--- src/rtl/cut_bist_ctrl.sv ---
// Exhaustive-vector BIST harness for a combinational circuit-under-test:
// drives every input vector, waits a settle time, compacts responses into a MISR.
module cut_bist_ctrl #(
  parameter int               N_IN   = 2,
  parameter int               N_OUT  = 1,
  parameter int               SIG_W  = 8,
  parameter logic [SIG_W-1:0] POLY   = 8'h1D,
  parameter logic [SIG_W-1:0] SEED   = '0,
  parameter int               SETTLE = 1,
  parameter logic [SIG_W-1:0] GOLDEN = 8'h0E
) (
  input  logic             clk,
  input  logic             rst_n,
  input  logic             start,
  input  logic             abort,
  output logic [N_IN-1:0]  cut_in,
  input  logic [N_OUT-1:0] cut_out,
  output logic             busy,
  output logic             done,
  output logic             pass,
  output logic [SIG_W-1:0] signature,
  output logic [N_IN-1:0]  vec_idx
);

  localparam int              CNT_W    = (SETTLE > 1) ? $clog2(SETTLE) : 1;
  localparam logic [CNT_W-1:0] CNT_LOAD = CNT_W'(SETTLE - 1);
  localparam logic [N_IN-1:0]  LAST_VEC = '1;

  typedef enum logic [1:0] {
    S_IDLE    = 2'd0,
    S_SETTLE  = 2'd1,
    S_CAPTURE = 2'd2,
    S_DONE    = 2'd3
  } state_e;

  state_e            state_q, state_d;
  logic [N_IN-1:0]   vec_idx_q, vec_idx_d;
  logic [SIG_W-1:0]  sig_q, sig_d, sig_next;
  logic [CNT_W-1:0]  cnt_q, cnt_d;
  logic              busy_q, busy_d;
  logic              done_q, done_d;
  logic              pass_q, pass_d;

  // One MISR step: shift, fold the MSB back through POLY, inject the response.
  assign sig_next = {sig_q[SIG_W-2:0], 1'b0}
                  ^ (sig_q[SIG_W-1] ? POLY : '0)
                  ^ SIG_W'(cut_out);

  always_comb begin
    // NOTE: every signal gets a default here so no path can infer a latch.
    state_d   = state_q;
    vec_idx_d = vec_idx_q;
    sig_d     = sig_q;
    cnt_d     = cnt_q;
    done_d    = 1'b0;
    pass_d    = pass_q;

    unique case (state_q)
      S_IDLE: begin
        if (start) begin
          vec_idx_d = '0;
          sig_d     = SEED;
          pass_d    = 1'b0;
          cnt_d     = CNT_LOAD;
          state_d   = S_SETTLE;
        end
      end
      S_SETTLE: begin
        if (abort) begin
          pass_d  = 1'b0;
          state_d = S_IDLE;
        end else if (cnt_q == '0) begin
          state_d = S_CAPTURE;
        end else begin
          cnt_d = cnt_q - 1'b1;
        end
      end
      S_CAPTURE: begin
        if (abort) begin
          pass_d  = 1'b0;
          state_d = S_IDLE;
        end else begin
          sig_d = sig_next;
          if (vec_idx_q == LAST_VEC) begin
            done_d  = 1'b1;
            pass_d  = (sig_next == GOLDEN);
            state_d = S_DONE;
          end else begin
            vec_idx_d = vec_idx_q + 1'b1;
            cnt_d     = CNT_LOAD;
            state_d   = S_SETTLE;
          end
        end
      end
      S_DONE: begin
        state_d = S_IDLE;
      end
      default: begin
        state_d = S_IDLE;
      end
    endcase

    busy_d = (state_d == S_SETTLE) || (state_d == S_CAPTURE);
  end

  // NOTE: sequential state uses non-blocking assignments only, so every flop
  // samples the pre-edge values computed above.
  always_ff @(posedge clk or negedge rst_n) begin
    if (!rst_n) begin
      state_q   <= S_IDLE;
      vec_idx_q <= '0;
      sig_q     <= '0;
      cnt_q     <= '0;
      busy_q    <= 1'b0;
      done_q    <= 1'b0;
      pass_q    <= 1'b0;
    end else begin
      state_q   <= state_d;
      vec_idx_q <= vec_idx_d;
      sig_q     <= sig_d;
      cnt_q     <= cnt_d;
      busy_q    <= busy_d;
      done_q    <= done_d;
      pass_q    <= pass_d;
    end
  end

  assign cut_in    = vec_idx_q;
  assign vec_idx   = vec_idx_q;
  assign signature = sig_q;
  assign busy      = busy_q;
  assign done      = done_q;
  assign pass      = pass_q;

endmodule

--- config.mk ---
export PLATFORM = sky130hd
export DESIGN_NAME = cut_bist_ctrl
export DESIGN_NICKNAME = d
export VERILOG_FILES = /design/src/rtl/cut_bist_ctrl.sv
export SDC_FILE = /design/constraint.sdc
export NUM_CORES = 1
export LEC_CHECK = 0
export BUFFER_PORTS_ARGS = -buffer_cell sky130_fd_sc_hd__clkbuf_2
export CAP_MARGIN = 20
export CELL_PAD_IN_SITES_DETAIL_PLACEMENT = 1
export CELL_PAD_IN_SITES_GLOBAL_PLACEMENT = 1
export CORE_AREA = 2 2 47 49
export DETAILED_ROUTE_END_ITERATION = 8
export DIE_AREA = 0 0 49 51
export MAX_ROUTING_LAYER = met4
export PLACE_DENSITY_LB_ADDON = 0.08
export RECOVER_POWER = 25
export SETUP_SLACK_MARGIN = 0.05
export SLEW_MARGIN = 20
export SYNTH_ARGS = -nofsm -noshare
export SYNTH_HDL_FRONTEND = slang
export SYNTH_SLANG_ARGS = --single-unit
--- constraint.sdc ---
create_clock -name clk -period 1.9 [get_ports clk]
set_clock_uncertainty 0.1 [all_clocks]
set_input_delay 0.095 -clock clk [delete_from_list [all_inputs] [get_ports clk]]
set_output_delay 0.095 -clock clk [all_outputs]
set_load 0.05 [all_outputs]
==> qor.csv <==
stage,metric,value,unit
finish,"Design Area, Final",862,µm²
clock_network,Resized cells post-CTS,0,
worst_setup_path,Worst Reg2Reg Path Length in Cells,4,
timing,RSZ-0062 raised after global routing,no,
outcome,status,"complete, no violations",
global_routing,first-pass GRT wire length,2.73,mm
power,sw frac,0.337,
power,Design Power,0.687,mW
route,DR DRC count,0,
worst_hold_path,hold worst-path end,signature[0],
logic_synthesis,post-synthesis net count,68,
finish,nets@finish,90,
finish,# diodes,0,
die,Initial Util,0.343,
worst_setup_path,arrival time worst endpoint,1.74,ns
clock_network,"CTS clk-pin slew, worst paths",0.10,ns
die,die area,2500,µm²
clock_network,CTS Buffer Depth,2,
worst_setup_path,Crit Path Category,reg -> reg,
die,chip height,51,µm
power,Pwr per Cell Area,797,nW/µm²
global_routing,vias in the first global route,542,
clock_network,Root Buffer,clkbuf_4,
placement,IO buf count,19,
logic_synthesis,sequential fraction of the synthesis area,0.531,
clock_network,cts bufs inserted,3,
placement,Placed Area,816,µm²
route,Via Count,551,
logic_synthesis,synthesized instance count,62,
clock_network,"Clk Latency, worst-skew pair",0.28,ns
finish,Fillers,252,
worst_setup_path,Crit. End Element,flop,
logic_synthesis,Syn Area/Cell,11.4,µm²
placement,Post-Place Cells,105,
timing,fin. max-slew vios,0,
job,max-cap check violation count,0,
timing,post-route minimum period,1.67,ns
route,drt total wl,1.51,mm
route,Vias/cell,4.96,
route,DR WL/cell,13.6,µm
timing,Fin. Hold Viols,0,
timing,# setup viols final,0,
power,P_int,0.455,mW
finish,area delta synth->final,21.9,%
finish,final non-filler cell total,111,
timing,Hold WS,0.0692,ns
die,# rows,17,
clock_network,H-tree depth,1,
logic_synthesis,post-synth cell types,25,
timing,post-route setup slack,0.233,ns
global_routing,initial antenna violation count,0,
timing,FMAX,600,MHz
logic_synthesis,"Cell Area, Synth",707,µm²
timing,Worst slew margin,0.477,
worst_setup_path,"Req. time, crit path",1.97,ns
die,core area,2060,µm²
power,Clk network pwr share,0.268,
worst_hold_path,HP Class,in -> reg,
global_routing,total gr overflow,0,
worst_setup_path,critical-path maximum fanout,5,
power,power share of the combinational group,0.212,
die,Top Ports,20,
global_routing,overall routing resource usage,0.152,
finish,share of cells above drive strength 1,0.325,
die,Die Wd,49,µm
worst_setup_path,RR Endpoint,cut_in[1],
worst_setup_path,Setup crit start kind,flop,
worst_hold_path,Hold Path Stages,3,
route,DRC marker count from the first detailed-route iteration,5,
route,DRT Pass-1 Iters,2,
worst_setup_path,Reg-to-Reg Start,cut_in[0],
power,Sw Pwr,0.232,mW
placement,RD Place Congestion,0.707,
global_routing,largest net degree at the start of global routing,16,
power,Peak supply drop,0.337,mV
power,Reg power frac,0.520,
route,post-route ant nets,0,
worst_setup_path,FF-to-FF setup slack,0.23,ns
finish,"commonest non-fill, non-tap cells in the layout","clkbuf_2 (18), dfrtp_1 (15), a22o_1 (7)",
clock_network,Clock Sinks,15,
finish,"most common cell after layout, fill and taps aside",clkbuf_2,
power,P_leak,0.456,nW
logic_synthesis,"FF+latch count, synth",15,
timing,final worst-path cycle share,0.877,
clock_network,CTS tree,built,
placement,Setup WS pre-CTS,0.246,ns
timing,slew at the pin closest to its max-slew limit,0.784,ns
logic_synthesis,Yosys warning count,0,
worst_hold_path,min-delay src,cut_out,
timing,TNS Setup,0,ns
placement,hpwl dp,1.13,mm
finish,final core occ,0.418,
registers in the layout, indices dropped and copies added (netlist names):
signal / count
signature: 8
done: 1
state_q: 2
pass: 1
busy: 1
cut_in: 2
critical path, cell delays in order (launching register included):
cell and delay [ns]:
dfrtp_1 0.44, ha_1 0.25, or3b_1 0.35, a21o_1 0.21
a32o_1 0.21
power by group through the flow:
stage               clock network (mW)  registers [mW]  logic (mW)
floorplan                            0           0.393      0.0803
global placement                     0           0.363       0.143
detailed placement                   0           0.364       0.144
CTS                              0.194           0.358       0.148
global route                     0.203           0.362       0.160
finish                           0.184           0.357       0.145
synth_stat cells:
library cell	n	area (µm²)
nor3_1	2	10.0
nand3b_1	1	7.51
nand2_1	4	15.0
nor4_1	1	6.26
nor2b_1	1	6.26
xor2_1	4	35.0
buf_4	2	15.0
clkbuf_1	1	3.75
mux2_1	1	11.3
a21o_1	2	15.0
dfrtp_1	15	375
nor3b_4	1	18.8
inv_1	1	3.75
o21ai_1	3	15.0
a21oi_1	4	20.0
or3b_1	1	8.76
a32o_1	1	10.0
or4b_2	1	10.0
nand2b_1	3	18.8
nor3b_1	1	7.51
inv_2	1	3.75
nand2_2	1	6.26
a22o_1	7	61.3
buf_2	2	10.0
ha_1	1	12.5
final cells by class:
cell class              instances  area (µm²)  share of cell area
flip-flops and latches         15         375               0.435
clock inverters                 1        5.00             0.00581
clock buffers                   3        22.5              0.0261
multi-input cells              40         295               0.343
inverters                       2        7.51             0.00871
repair buffers                 22         121               0.141
well taps                      28        35.0              0.0406
routing by layer:
metal  GRT usage  vias up  wire length (µm)
met5           -        -                 0
met4      0.0857        0                16
met3      0.0263        2                49
met2       0.215       13               695
met1       0.208      275               744
li1            -      261                 -
cells by family (layout without fill, tap and decap cells):
| group | after synthesis | after routing | share of synthesized area |
|---|---|---|---|
| AO/OA/AOI/OAI | 17 | 17 | 0.172 |
| AND/OR/NAND/NOR | 17 | 17 | 0.163 |
| flip-flops | 15 | 15 | 0.531 |
| buffers and inverters | 7 | 28 | 0.0513 |
| XOR/XNOR | 4 | 4 | 0.0496 |
| adder cells (fa/ha/maj) | 1 | 1 | 0.0177 |
| multiplexers | 1 | 1 | 0.0159 |
worst max-delay path by stage:
stage,depth (start not counted),endpoint,from,slack (ns)
2_1_floorplan,4,cut_in[1],cut_in[0],0.07
3_3_place_gp,4,cut_in[1],cut_in[0],0.26
3_5_place_dp,4,cut_in[1],cut_in[0],0.25
4_1_cts,4,cut_in[1],cut_in[0],0.22
5_1_grt,4,cut_in[1],cut_in[0],0.16
6_report,4,cut_in[1],cut_in[0],0.23
timing repair:
action | in CTS | in global routing
setup endpoints to repair | 0 | 0
hold endpoints to repair | 17 | 0
setup buffers | 0 | 0
hold buffers | 2 | 0
No activity file was read; power rests on OpenSTA's default activity.
